File: config.mk
export PLATFORM = sky130hd
export DESIGN_NAME = clk_div_ctrl
export DESIGN_NICKNAME = d
export VERILOG_FILES = /design/src/rtl/clk_div_ctrl.sv
export SDC_FILE = /design/constraint.sdc
export NUM_CORES = 1
export LEC_CHECK = 0
export BUFFER_PORTS_ARGS = -buffer_cell sky130_fd_sc_hd__clkbuf_2
export CAP_MARGIN = 30
export CORE_ASPECT_RATIO = 1.5
export CORE_MARGIN = 2
export CORE_UTILIZATION = 25
export DETAILED_ROUTE_END_ITERATION = 10
export GPL_TIMING_DRIVEN = 0
export PLACE_DENSITY = 0.5
export SKIP_LAST_GASP = 1
export SYNTH_ARGS = -nofsm -noshare
export SYNTH_HDL_FRONTEND = slang
export SYNTH_SLANG_ARGS = --single-unit
File: constraint.sdc
create_clock -name clk -period 1.7 [get_ports clk]
set_input_delay 0.17 -clock clk [delete_from_list [all_inputs] [get_ports clk]]
set_output_delay 0.17 -clock clk [all_outputs]
set_load 0.01 [all_outputs]
File: src/rtl/clk_div_ctrl.sv
`default_nettype none
// ============================================================================
// Module   : clk_div_ctrl
// Brief    : Run/stop and ratio-switch controller for a power-of-two clock
//            divider. Ratio changes and stops only land on period boundaries,
//            so div_out never produces runt pulses.
// Revision : 1.0 - initial release
// ============================================================================
module clk_div_ctrl #(
    parameter int CNT_W     = 4,
    parameter int SEL_W     = 2,
    parameter int RESET_SEL = 0
) (
    input  logic             clk,
    input  logic             rst,        // asynchronous, active low
    input  logic             en,
    input  logic             cfg_valid,
    input  logic [SEL_W-1:0] cfg_sel,
    output logic             cfg_ready,
    output logic             div_out,
    output logic             tick,
    output logic [SEL_W-1:0] cur_sel,
    output logic             busy
);

    localparam logic [SEL_W-1:0] c_max_sel   = SEL_W'(CNT_W - 1);
    localparam logic [SEL_W-1:0] c_reset_sel = SEL_W'(RESET_SEL);
    localparam logic [CNT_W-1:0] c_one       = CNT_W'(1);

    typedef enum logic [1:0] {
        ST_IDLE  = 2'd0,
        ST_RUN   = 2'd1,
        ST_DRAIN = 2'd2
    } state_t;

    state_t           r_state;
    logic [CNT_W-1:0] r_count;
    logic             r_pend;
    logic [SEL_W-1:0] r_psel;
    logic [SEL_W-1:0] r_cur_sel;
    logic             r_div;
    logic             r_tick;

    logic [SEL_W-1:0] w_eff;       // select clamped to the counter width
    logic [CNT_W-1:0] w_mask;      // counter bits [eff:0]
    logic [CNT_W-1:0] w_top;       // one-hot on counter bit eff
    logic             w_boundary;  // last cycle of the current period
    logic             w_xfer;      // config handshake completes this cycle

    // Out-of-range selects are clamped rather than rejected.
    assign w_eff = (r_cur_sel > c_max_sel) ? c_max_sel : r_cur_sel;

    generate
        for (genvar i = 0; i < CNT_W; i++) begin : g_mask
            assign w_mask[i] = (SEL_W'(i) <= w_eff);
            assign w_top[i]  = (SEL_W'(i) == w_eff);
        end
    endgenerate

    assign w_boundary = (r_state != ST_IDLE) && (&(r_count | ~w_mask));

    // Ready depends only on flops so the host can never form a comb loop.
    assign cfg_ready = !r_pend;
    assign w_xfer    = cfg_valid && !r_pend;

    assign div_out = r_div;
    assign tick    = r_tick;
    assign cur_sel = r_cur_sel;
    assign busy    = (r_state != ST_IDLE);

    // Controller state, divider counter, pending config and registered outputs.
    always_ff @(posedge clk or negedge rst) begin
        if (!rst) begin
            r_state   <= ST_IDLE;
            r_count   <= '0;
            r_pend    <= 1'b0;
            r_psel    <= '0;
            r_cur_sel <= c_reset_sel;
            r_div     <= 1'b0;
            r_tick    <= 1'b0;
        end else begin
            case (r_state)
                ST_IDLE: begin
                    r_count <= '0;
                    r_div   <= 1'b0;
                    r_tick  <= 1'b0;
                    // No period in flight, so a new select can land at once.
                    if (w_xfer) begin
                        r_cur_sel <= cfg_sel;
                    end
                    if (en) begin
                        r_state <= ST_RUN;
                    end
                end

                ST_RUN, ST_DRAIN: begin
                    r_count <= w_boundary ? '0 : (r_count + c_one);
                    r_div   <= |(r_count & w_top);
                    r_tick  <= w_boundary;

                    // A pending select is swapped in only between periods.
                    if (w_boundary && r_pend) begin
                        r_cur_sel <= r_psel;
                        r_pend    <= 1'b0;
                    end
                    // Accepted even on a boundary; it then waits a full period.
                    if (w_xfer) begin
                        r_pend <= 1'b1;
                        r_psel <= cfg_sel;
                    end

                    // Stop is deferred to the end of the running period.
                    if (en) begin
                        r_state <= ST_RUN;
                    end else if (r_state == ST_RUN) begin
                        r_state <= ST_DRAIN;
                    end else if (w_boundary) begin
                        r_state <= ST_IDLE;
                    end
                end

                default: begin
                    r_state <= ST_IDLE;
                    r_count <= '0;
                    r_div   <= 1'b0;
                    r_tick  <= 1'b0;
                    r_pend  <= 1'b0;
                end
            endcase
        end
    end

endmodule
`default_nettype wire

==> results_dict.tcl <==
set metrics [dict create \
    outcome "finished clean" \
    antenna_found_initial 0 \
    io_buffers 11 \
    rsz0062_at_grt "true" \
    seqPwrFrac_pct 30.3 \
    critPathKind "reg -> reg" \
    syn_inst 63 \
    detail_route.wl_per_cell_um 11.67 \
    synth-seq-cells 13 \
    synth_area_sq_um 721.9 \
    period_share_pct 98.77 \
    place.gp.congestion 0.6662 \
    hpwl_um 1063 \
    grt_first_pass_wirelength_um 2277 \
    min_period_ns 1.679 \
    synth_area_per_cell_sq_um 11.46 \
    cp-end-kind "register" \
    num-nets-final 94 \
    setup_viol 0 \
    cts_buffers 3 \
    synth_async_sr_flop_share_pct 100.0 \
    power.leakage_nw 0.4362 \
    path_clk_slew_ns 0.06 \
    maxCapViolCount 0 \
    fillCellCount 288 \
    fin_hold_ws_ns 0.1533 \
    fp.dieArea_sq_um 3342 \
    ys.flop_type "dfrtp_1" \
    grt.overflow.total 0 \
    grt_max_degree 14 \
    drtIter0Drc 4 \
    syn_nets 74 \
    worst_clock_skew_ns 0.005180 \
    fp.dieH_um 69.82 \
    antennaDiodeCount 0 \
    hold_viol 0 \
    vias 525 \
    synth_edf_count 0 \
    start_util_pct 26.69 \
    ys_warn_count 0 \
    cts_root_buffer "clkbuf_8" \
    comb_power_share_pct 55.1 \
    tritoncts "yes" \
    worst_slew_pin_slew_ns 0.3405 \
    final_util_pct 34.09 \
    final_antenna_net_count 0 \
    coreArea_sq_um 2705 \
    seq_area_sq_um 325.3 \
    max_stage_delay_ns 0.40 \
    cts_sinks 13 \
    grtUsageTotal_pct 9.874 \
    synth.distinct_cells 27 \
    final-max-slew-violation-count 0 \
    slew-limit-headroom_pct 77.30 \
    max_freq_mhz 595.5 \
    ir_drop_uv 434.4 \
    worstPathRequired_ns 1.82 \
    ioPinCount 12 \
    route.detailed.drc 0 \
    htreeDepth 1 \
    cp-start-kind "register" \
    clk-insertion-delay-late_ns 0.24 \
    slowest_stage "dfrtp_1" \
    drive_above_1_share_pct 36.59 \
    critPathMaxFanout 5 \
    path_cells "inv_2, ha_4, and4bb_1, a31oi_2, a211oi_2, mux2_1" \
    die-width_um 47.88 \
    clockBufferDepth 2 \
    p_int_mw 1.163 \
    ys_seq_area_share_pct 45.06 \
    swShare_pct 38.95 \
    syn_to_final_growth_pct 27.73 \
    clockPowerShare_pct 14.5 \
    power_per_cell_area_nw_per_um2 2066 \
    grt_pass1_vias 524 \
    hold_path.class "in -> reg" \
    crit_arrival_ns 1.80 \
    dr.pass1.iters 4 \
    multi_input_area_sq_um 387.9 \
    std_cell_rows 23 \
    wirelength_um 1389 \
    switchingPower_uw 742.1 \
    routed_via_density 4.412 \
    fin_setup_tns_ns 0 \
]
## per-stage QoR
| step | worst slack, ns | power, mW | cell area, sq um | cells |
|---|---|---|---|---|
| detailed placement | -0.1104 | 1.541 | 835.8 | 111 |
| global placement | -0.08756 | 1.527 | 835.8 | 111 |
| floorplan | 0.004934 | 1.293 | 734.5 | 63 |
| finish | 0.02083 | 1.905 | 922.1 | 119 |
| CTS | 0.01254 | 1.888 | 908.4 | 118 |
| global route | -0.05487 | 2.092 | 922.1 | 119 |
## cell usage after synthesis, types with 2 or more instances
| cell type | instances | area [sq um] |
|---|---|---|
| mux2_1 | 4 | 45.04 |
| mux2_2 | 2 | 22.52 |
| and2_1 | 2 | 12.51 |
| a21oi_1 | 4 | 20.02 |
| inv_1 | 5 | 18.77 |
| nand3_1 | 2 | 10.01 |
| nand2_1 | 3 | 11.26 |
| nor2_1 | 6 | 22.52 |
| dfrtp_1 | 13 | 325.3 |
| ha_1 | 5 | 62.56 |
## logic make-up (layout without fill, tap and decap cells)
family          Yosys count  in the layout  synth area share [%]
compound gates           10             10                 11.61
xor+xnor                  2              2                 2.427
simple gates             17             17                 12.48
fa+ha+maj                 5              5                 8.666
flops                    13             13                 45.06
buf+inv                   7             26                 3.812
mux                       9              9                 15.94
## timing repair
item                       in CTS  in global routing
setup buffers                   2                  1
setup endpoints to repair       2                  2
pin swaps                       1                  0
resized for setup               3                  1
hold buffers                    1                  0
hold endpoints to repair       13                  0
## state kept, by name (all words and copies together), names as in the netlist
| name | cells |
|---|---|
| r_pend | 1 |
| tick | 1 |
| cur_sel | 2 |
| r_count | 4 |
| r_psel | 2 |
| r_state | 2 |
| div_out | 1 |
## layer usage
layer | up-vias | share of wire, % | global-route usage [%]
met2 | 11 | 55 | 16.59
met5 | - | 0 | 0
met4 | 0 | 2.7 | 6.306
li1 | 255 | - | -
met3 | 4 | 4.0 | 2.344
met1 | 255 | 38 | 9.936
## cells in the final DEF (no fill, tap or decap)
master	n
dfrtp_1	13
clkbuf_2	11
nor2_1	6
buf_4	4
a21oi_1	4
mux2_1	4
ha_1	4
inv_2	3
nand2_1	3
inv_1	3
clkbuf_8	3
and2_1	2
nand3_1	2
mux2_2	2
o211ai_2	1
nand2b_1	1
xnor2_1	1
nor2b_1	1
a21boi_1	1
mux4_2	1
xor2_1	1
o221a_4	1
mux2i_1	1
and4_1	1
o21ai_1	1
and4bb_1	1
a31oi_2	1
a211oi_2	1
mux2_4	1
ha_4	1
clkbuf_1	1
dlygate4sd3_1	1
## power by group through the flow
stage,sequential (mW),combinational [mW],clock [mW]
after CTS,0.576,1.02,0.290
after global placement,0.586,0.941,0
after detailed placement,0.591,0.951,0
after global routing,0.604,1.18,0.310
after floorplan,0.572,0.721,0
final,0.578,1.05,0.277
## area by class of cell
type	instances	area share (%)
inverter	6	2.442
buffer	1	0.8141
sequential	13	35.28
clock buffer	4	4.885
multi-input combinational	43	42.06
tap	37	5.020
timing repair buffer	15	9.498
## path summary, 6_finish.rpt
kind | start | to | slack [ns] | depth (start not counted)
setup reg to reg | r_state[0] | cur_sel[1] | 0.02 | 6
hold / removal | cfg_sel[1] | r_psel[1] | 0.15 | 2
setup / recovery | r_state[0] | cur_sel[1] | 0.02 | 6
hold reg to reg | r_psel[1] | r_psel[1] | 0.49 | 1
max in group asynchronous | rst | r_count[2] | 1.09 | 2
min in group asynchronous | rst | tick | 0.36 | 2
## worst max-delay path: cells and delay by family, from the launching register on
kind | cells | cell delay, ns
AND/OR/NAND/NOR | 1 | 0.26
flip-flops | 1 | 0.40
AO/OA/AOI/OAI | 2 | 0.26
multiplexers | 1 | 0.34
adder cells (fa/ha/maj) | 1 | 0.22
buffers and inverters | 1 | 0.09
(Power assumes the default switching activity.)
